File: src/rtl/mem_port_arbiter.sv
// mem_port_arbiter: shares one memory port between IFU fetch and LSU
// load/store, one transaction in flight, round-robin on ties.
module mem_port_arbiter #(
   parameter int ADDR_W = 32,
   parameter int DATA_W = 32
) (
   input  logic                clk,
   input  logic                rst,

   input  logic                ifu_req_valid,
   output logic                ifu_req_ready,
   input  logic [ADDR_W-1:0]   ifu_raddr,
   output logic                ifu_resp_valid,
   input  logic                ifu_resp_ready,
   output logic [DATA_W-1:0]   ifu_rdata,

   input  logic                lsu_req_valid,
   output logic                lsu_req_ready,
   input  logic [ADDR_W-1:0]   lsu_addr,
   input  logic                lsu_wen,
   input  logic [DATA_W-1:0]   lsu_wdata,
   input  logic [DATA_W/8-1:0] lsu_wmask,
   output logic                lsu_resp_valid,
   input  logic                lsu_resp_ready,
   output logic [DATA_W-1:0]   lsu_rdata,

   output logic                mem_req_valid,
   input  logic                mem_req_ready,
   output logic [ADDR_W-1:0]   mem_addr,
   output logic                mem_wen,
   output logic [DATA_W-1:0]   mem_wdata,
   output logic [DATA_W/8-1:0] mem_wmask,
   input  logic                mem_resp_valid,
   output logic                mem_resp_ready,
   input  logic [DATA_W-1:0]   mem_rdata
);

   localparam int MASK_W = DATA_W / 8;

   typedef enum logic [1:0] {
      IDLE,
      REQ,
      RESP
   } state_t;

   typedef enum logic {
      OWN_IFU,
      OWN_LSU
   } own_t;

   state_t            state_q, state_d;
   own_t              owner_q, owner_d;
   own_t              last_q, last_d;
   logic [ADDR_W-1:0] addr_q, addr_d;
   logic              wen_q, wen_d;
   logic [DATA_W-1:0] wdata_q, wdata_d;
   logic [MASK_W-1:0] wmask_q, wmask_d;

   logic gnt_ifu;
   logic gnt_lsu;
   logic owner_rdy;

   always_ff @(posedge clk) begin
      if (rst) begin
         state_q <= IDLE;
         owner_q <= OWN_IFU;
         last_q  <= OWN_IFU;
         addr_q  <= '0;
         wen_q   <= 1'b0;
         wdata_q <= '0;
         wmask_q <= '0;
      end else begin
         state_q <= state_d;
         owner_q <= owner_d;
         last_q  <= last_d;
         addr_q  <= addr_d;
         wen_q   <= wen_d;
         wdata_q <= wdata_d;
         wmask_q <= wmask_d;
      end
   end

   // On a tie the requester that did not win last time gets the port.
   always_comb begin
      gnt_ifu = ifu_req_valid &&
                (!lsu_req_valid || last_q == OWN_LSU);
      gnt_lsu = lsu_req_valid &&
                (!ifu_req_valid || last_q == OWN_IFU);
      owner_rdy = (owner_q == OWN_LSU) ? lsu_resp_ready
                                       : ifu_resp_ready;
   end

   always_comb begin
      state_d = state_q;
      owner_d = owner_q;
      last_d  = last_q;
      addr_d  = addr_q;
      wen_d   = wen_q;
      wdata_d = wdata_q;
      wmask_d = wmask_q;

      ifu_req_ready  = 1'b0;
      lsu_req_ready  = 1'b0;
      ifu_resp_valid = 1'b0;
      lsu_resp_valid = 1'b0;
      mem_req_valid  = 1'b0;
      mem_resp_ready = 1'b0;

      unique case (state_q)
         IDLE: begin
            ifu_req_ready = gnt_ifu;
            lsu_req_ready = gnt_lsu;
            if (gnt_lsu) begin
               owner_d = OWN_LSU;
               addr_d  = lsu_addr;
               wen_d   = lsu_wen;
               wdata_d = lsu_wdata;
               wmask_d = lsu_wmask;
               state_d = REQ;
            end else if (gnt_ifu) begin
               owner_d = OWN_IFU;
               addr_d  = ifu_raddr;
               wen_d   = 1'b0;
               wdata_d = '0;
               wmask_d = '0;
               state_d = REQ;
            end
         end
         REQ: begin
            mem_req_valid = 1'b1;
            if (mem_req_ready) begin
               state_d = RESP;
            end
         end
         RESP: begin
            mem_resp_ready = owner_rdy;
            ifu_resp_valid = (owner_q == OWN_IFU) && mem_resp_valid;
            lsu_resp_valid = (owner_q == OWN_LSU) && mem_resp_valid;
            if (mem_resp_valid && owner_rdy) begin
               last_d  = owner_q;
               state_d = IDLE;
            end
         end
         default: begin
            state_d = IDLE;
         end
      endcase
   end

   assign mem_addr  = addr_q;
   assign mem_wen   = wen_q;
   assign mem_wdata = wdata_q;
   assign mem_wmask = wmask_q;

   // Data fans out unqualified; each resp_valid says whose it is.
   assign ifu_rdata = mem_rdata;
   assign lsu_rdata = mem_rdata;

endmodule
File: config.mk
export PLATFORM = sky130hd
export DESIGN_NAME = mem_port_arbiter
export DESIGN_NICKNAME = d
export VERILOG_FILES = /design/src/rtl/mem_port_arbiter.sv
export SDC_FILE = /design/constraint.sdc
export NUM_CORES = 1
export LEC_CHECK = 0
export BUFFER_PORTS_ARGS = -buffer_cell sky130_fd_sc_hd__buf_2
export CAP_MARGIN = 20
export CORE_UTILIZATION = 26
export CTS_CLUSTER_DIAMETER = 40
export DETAILED_ROUTE_END_ITERATION = 12
export PLACE_DENSITY_LB_ADDON = 0.05
export SYNTH_ARGS = -nofsm -noshare
export SYNTH_HDL_FRONTEND = slang
export SYNTH_SLANG_ARGS = --single-unit
File: constraint.sdc
create_clock -name clk -period 1.7 [get_ports clk]
set_input_delay 0.085 -clock clk [delete_from_list [all_inputs] [get_ports clk]]
set_output_delay 0.085 -clock clk [all_outputs]
set_load 0.05 [all_outputs]
==> results of run 1 <==
-- area by class of cell --
| type | count | area, um2 | area share, % |
|---|---|---|---|
| Sequential cell | 73 | 1460 | 29.8 |
| Tap cell | 172 | 215 | 4.38 |
| Inverter | 2 | 7.51 | 0.153 |
| Multi-Input combinational cell | 193 | 1290 | 26.2 |
| Clock inverter | 6 | 92.6 | 1.88 |
| Antenna cell | 1 | 2.50 | 0.0509 |
| Clock buffer | 10 | 229 | 4.66 |
| Timing Repair Buffer | 252 | 1610 | 32.9 |
-- report_power, final --
part | internal, mW | switching, mW | leakage [nW] | total (mW)
Sequential | 1.87 | 0.0923 | 0.602 | 1.96
Clock | 1.29 | 0.780 | 0.149 | 2.07
Combinational | 0.485 | 0.964 | 1.56 | 1.45
Total | 3.64 | 1.84 | 2.31 | 5.48
-- registers in the layout, summed over array words and instances, names as in the netlist --
signal / count
state_q: 2
owner_q: 1
mem_wen: 1
mem_addr: 32
mem_wdata: 32
mem_wmask: 4
last_q: 1
-- stage by stage --
step / total power [mW] / cell area, um2 / hold WS (ps)
after floorplan: 3.35 / 3420 / 202
after global placement: 3.35 / 4010 / 170
after detailed placement: 3.35 / 4010 / 170
after CTS: 5.55 / 4900 / 0.0784
after global routing: 5.72 / 4910 / 9.42
final: 5.48 / 4910 / 10.6
-- routing by layer --
layer / share of wire [%] / global-route usage [%] / vias up
met5: 0 / 0 / -
met2: 48 / 27.3 / 147
met3: 7.7 / 6.18 / 40
li1: - / - / 1568
met1: 41 / 17.5 / 1492
met4: 2.7 / 8.10 / 0
-- worst max path at each step --
stage,slack (ps),from,to,cells after the start
after floorplan,8,state_q[1]$_SDFFE_PP0P_,ifu_req_ready,3
after global placement,310,last_q$_SDFFE_PP0P_,mem_addr[29]$_SDFFE_PP0P_,4
after detailed placement,270,last_q$_SDFFE_PP0P_,mem_addr[15]$_SDFFE_PP0P_,4
final,100,state_q[1]$_SDFFE_PP0P_,ifu_req_ready,3
after CTS,20,state_q[1]$_SDFFE_PP0P_,lsu_resp_valid,3
after global routing,20,state_q[1]$_SDFFE_PP0P_,ifu_req_ready,3
-- placed cells by master (no fill, tap or decap), types with 2 or more instances in the layout --
cell           count
a21oi_1           33
a21oi_2            2
a22o_1            37
a311oi_1          22
a311oi_2          10
buf_12             3
buf_2            182
buf_4             11
bufinv_16          2
clkbuf_16          9
clkinv_4           2
clkinvlp_4         2
dfxtp_1           71
dfxtp_2            2
dlygate4sd3_1     56
inv_1              2
nand2_1           65
nor2_1             4
nor2b_1            2
-- cells by family after synthesis --
group	synth area share, %
AOI/OAI and AO/OA	26.2
buffers and inverters	20.0
and+or+nand+nor	10.7
DFF	42.8
muxes	0.293
-- worst min-delay path, cell delays in order --
cell	delay, ps
buf_2	100
nand2_1	50
a311oi_1	70
-- timing repair --
| action | in CTS | in global routing |
|---|---|---|
| buffers inserted | 0 | 0 |
| hold buffers | 56 | 0 |
| gates resized for setup | 3 | 3 |
| setup endpoints to repair | 4 | 3 |
| hold endpoints to repair | 52 | 0 |
| pin swaps | 0 | 0 |
| gates cloned | 0 | 0 |
==> results.toml, run 1 <==
[floorplan]
die-height_um = 117
core_area_um2 = 12700
die_w_um = 117
num_io_pins = 280
start_util_pct = 26.9
rows = 41
dieArea_um2 = 13600

[flow_run]
maxCapViolations = 0

[worst_setup_path]
r2r-end = "mem_addr[27]$_SDFFE_PP0P_"
startpoint_type = "flop"
crit_chain = "or3b_1 > a21oi_2 > buf_4"
cp_slowest_cell = "or3b_1"
arrival_ps = 1520
critPathCaptureType = "output pin"
required_ps = 1620
timing.rr.start = "last_q$_SDFFE_PP0P_"
worstRegToRegCells = 4
crit_fanout = 8
path_class = "reg -> out"
cp_slowest_stage_delay_ps = 430
crit_buf_inv = 1
regToRegSetupSlack_ps = 270
crit_family = "simple AND/OR/NAND/NOR gates"

[finish]
nFillCells = 1335
final_layout_size_suffix_gt1_share_pct = 42.9
stdcell_count = 709
syn_to_final_growth_pct = 43.8
fin_nets = 672
finish.utilization_pct = 38.6

[timing]
fin_ws_ps = 99.4
rsz0062_at_grt = "false"
fin_crit_ps = 1600
fin_crit_sh_pct = 94.2
drv_slew = 0
maxClockFrequency_ghz = 0.625
skew_ps = 3.69
hold_viol = 0
maxSlewHeadroom_pct = 76.4
tns_ps = 0
worstMarginPinSlew_ps = 344
setup_viol = 0

[pwr]
p_per_area_nw_per_um2 = 1120
ir_worst_vdd_v = 0.000517
leakagePower_nw = 2.31

[grt]
antenna_found_initial = 1
grtUsageTotal_pct = 16.1
overflow = 0
grt_pass1_vias = 3204
grt_pass1_wl_mm = 16.4
grt_max_degree = 38

[clocking]
clock-sinks = 73
h-tree-depth = 3
clockBufferDepth = 2
clock_latency_ps = 340
clockRootBuffer = "clkbuf_16"
cts_made_buffers = 9
clkTransAtPathRegs_ps = 60
cts_tree = "done"

[placement]
dp_slack_ps = 271
dp_hpwl_mm = 7.56
port_buffers = 183
dp.cells = 636
place_congestion = 0.693

[synth]
yosys-top-cells-count = "dfxtp_1, nand2_1, buf_4, a22o_1, a21oi_1"
syn_inst = 362
synth_cell_types = 34
yosysWarnings = 0
yosysSeqAreaShare_pct = 42.8
syn_avg_cell_area_um2 = 9.44
synth_area_um2 = 3420
synth_top_area_share_pct = 42.8
ys_top_cells_by_area = "dfxtp_1, buf_4, a22o_1"
ys.flop_type = "dfxtp_1"
synthArstFlopShare_pct = 0
synth_edf_count = 0
synth.most_common_cell = "dfxtp_1"
yosysTopAreaCell = "dfxtp_1"
ys_seq_elements = 73
synth_fp_nets = 503

[worst_hold_path]
hold_depth = 3
hold_class = "in -> reg"
holdPathEnd = "mem_addr[22]$_SDFFE_PP0P_"
min_from = "ifu_raddr[22]"

[drt]
wl_per_cell_um = 15.7
ant_nets = 0
drcViolationCount = 0
dr.pass1.iters = 4
wirelength_mm = 11.2
viasPerCell = 4.58
first_iter_violations = 109
num_vias = 3247

[status]
outcome = "complete, no violations"
Power figures use the tool's default switching activity.
==> inputs of run 2 (changes only) <==
--- a/config.mk
+++ b/config.mk
@@ -5,10 +5,10 @@
 export SDC_FILE = /design/constraint.sdc
 export NUM_CORES = 1
 export LEC_CHECK = 0
+export ABC_AREA = 1
 export BUFFER_PORTS_ARGS = -buffer_cell sky130_fd_sc_hd__buf_2
 export CAP_MARGIN = 20
 export CORE_UTILIZATION = 26
-export CTS_CLUSTER_DIAMETER = 40
 export DETAILED_ROUTE_END_ITERATION = 12
 export PLACE_DENSITY_LB_ADDON = 0.05
 export SYNTH_ARGS = -nofsm -noshare
==> results.toml, run 2 <==
[grt]
overflow = 0
top_usage_layer = "met2"
grt_max_degree = 61
met1_usage_pct = 17.2
grt_pass1_vias = 3429
gr-usage-met2_pct = 23.3
grtUsageTotal_pct = 14.5
grt_pass1_wl_mm = 16.8
antenna_found_initial = 1
met3_usage_pct = 4.04

[clocking]
cts_tree = "done"
clockRootBuffer = "clkbuf_16"
h-tree-depth = 3
clkTransAtPathRegs_ps = 60
clockBufferDepth = 2
clock-sinks = 73
clock_latency_ps = 340
cts_setup_buffers = 0
cts_made_buffers = 9

[finish]
final_area_um2 = 5020
fin_nets = 860
finish.utilization_pct = 35.7
layout_common_cells = "nand2_1, buf_2, nor2_1, dfxtp_1, inv_1"
final_layout_size_suffix_gt1_share_pct = 29.3
syn_to_final_growth_pct = 32.8
multi_input_area_um2 = 1490
final-seq-area_um2 = 1460
final_common_cell = "nand2_1"
nFillCells = 1563

[synth]
synth-compound-area-share_pct = 5.99
synth_area_um2 = 3780
syn_inst = 576
ys.flop_type = "dfxtp_1"
synth_fa_ha_area_share_pct = 0
ys_top_cells_by_area = "dfxtp_1, nand2_1, buf_4"
yosysSeqAreaShare_pct = 38.7
synth_fp_nets = 717
yosysTopAreaCell = "dfxtp_1"
yosys-top-cells-count = "nand2_1, dfxtp_1, nor2_1, buf_4, inv_1"
synth-xor-area-share_pct = 0
yosys.area_share.simple_pct = 33.4
synth_top_area_share_pct = 38.7
ys_seq_elements = 73
synthArstFlopShare_pct = 0
synthMuxAreaShare_pct = 0
yosysWarnings = 0
synth_top_family_by_area = "simple AND/OR/NAND/NOR gates"
synth.most_common_cell = "nand2_1"
synth_cell_types = 15
synth_edf_count = 0
syn_avg_cell_area_um2 = 6.56

[placement]
port_buffers = 183
place_congestion = 0.705
dp_slack_ps = 465
dp_hpwl_mm = 7.65
dpl_cell_area_um2 = 4370

[pwr]
swShare_pct = 34.5
intPower_mw = 3.55
p_per_area_nw_per_um2 = 1080
leakagePower_nw = 2.66
p_seq_share_pct = 36.0
clkPwrFrac_pct = 35.4
ir_worst_vdd_v = 0.000429
power_frac_comb_pct = 28.6
switching_power_mw = 1.87
power_mw = 5.41

[timing]
tns_ps = 0
setup_viol = 0
fin_ws_ps = 131
maxSlewHeadroom_pct = 70.2
fin_crit_ps = 1570
hold_viol = 0
drv_slew = 0
rsz0062_at_grt = "false"
maxClockFrequency_ghz = 0.637
skew_ps = 7.76
fin_crit_sh_pct = 92.3
worstMarginPinSlew_ps = 447

[worst_hold_path]
hold_class = "in -> reg"
min_from = "mem_req_ready"

[drt]
ant_nets = 0
num_vias = 3682
dr.pass1.iters = 7
first_iter_violations = 216
drcViolationCount = 0
wl_per_cell_um = 12.0
wirelength_mm = 10.8
viasPerCell = 4.07

[worst_setup_path]
critPathCaptureType = "output pin"
arrival_ps = 1480
required_ps = 1620
crit_fanout = 39
path_class = "reg -> out"
startpoint_type = "flop"
crit_start = "state_q[1]$_SDFFE_PP0P_"
timing.rr.start = "state_q[1]$_SDFFE_PP0P_"

[floorplan]
die_w_um = 123
dieArea_um2 = 15000
core_area_um2 = 14000
num_io_pins = 280
start_util_pct = 26.9
die-height_um = 123
rows = 43

[flow_run]
maxCapViolations = 0

[status]
outcome = "complete, no violations"
run 2: final cells by class:
class                           instances  share of cell area (%)
Multi-Input combinational cell        365                    29.7
Sequential cell                        73                    29.1
Timing Repair Buffer                  229                    27.7
Clock buffer                           12                    5.11
Tap cell                              180                    4.49
Inverter                               41                    3.07
Clock inverter                          3                   0.798
Antenna cell                            1                  0.0499
run 2: critical path, cell delays in order (launching register included):
cell and delay (ps):
dfxtp_1 320, inv_1 80, nand2_1 110, nor2_4 140, buf_12 200, clkbuf_4 270
run 2: through the flow:
stage               cells  hold WS [ps]
floorplan             576           228
global placement      853           170
detailed placement    853           170
CTS                   903         0.188
global route          904          19.0
finish                904          12.9
run 2: timing repair:
item / CTS / global route
hold buffers: 35 / 0
resized for setup: 0 / 1
hold endpoints to repair: 35 / 0
setup endpoints to repair: 0 / 1
run 2: final timing paths:
check / to / slack (ps) / cells after the start
hold reg to reg: mem_wdata[19]$_SDFFE_PP0P_ / 460 / 2
setup / recovery: lsu_req_ready / 130 / 5
setup reg to reg: mem_addr[24]$_SDFFE_PP0P_ / 500 / 6
hold / removal: state_q[1]$_SDFFE_PP0P_ / 10 / 3
run 2: cell families (layout without fill, tap and decap cells):
group	Yosys count	in the layout
and+or+nand+nor	322	322
buffers and inverters	138	285
DFF	73	73
AOI/OAI and AO/OA	43	43
other	0	1
run 2: per-layer routing:
metal,wire [um],up-vias
li1,-,1965
met1,4810,1567
met2,4980,119
met3,751,31
met4,274,0
met5,0,-
run 2: power by group through the flow:
| stage | logic [mW] | registers (mW) | clock network [mW] |
|---|---|---|---|
| 3_5_place_dp | 1.50 | 1.99 | 0 |
| 3_3_place_gp | 1.50 | 1.98 | 0 |
| 4_1_cts | 1.57 | 1.95 | 1.99 |
| 2_1_floorplan | 0.980 | 2.51 | 0 |
| 5_1_grt | 1.70 | 1.97 | 2.06 |
| 6_report | 1.55 | 1.95 | 1.91 |
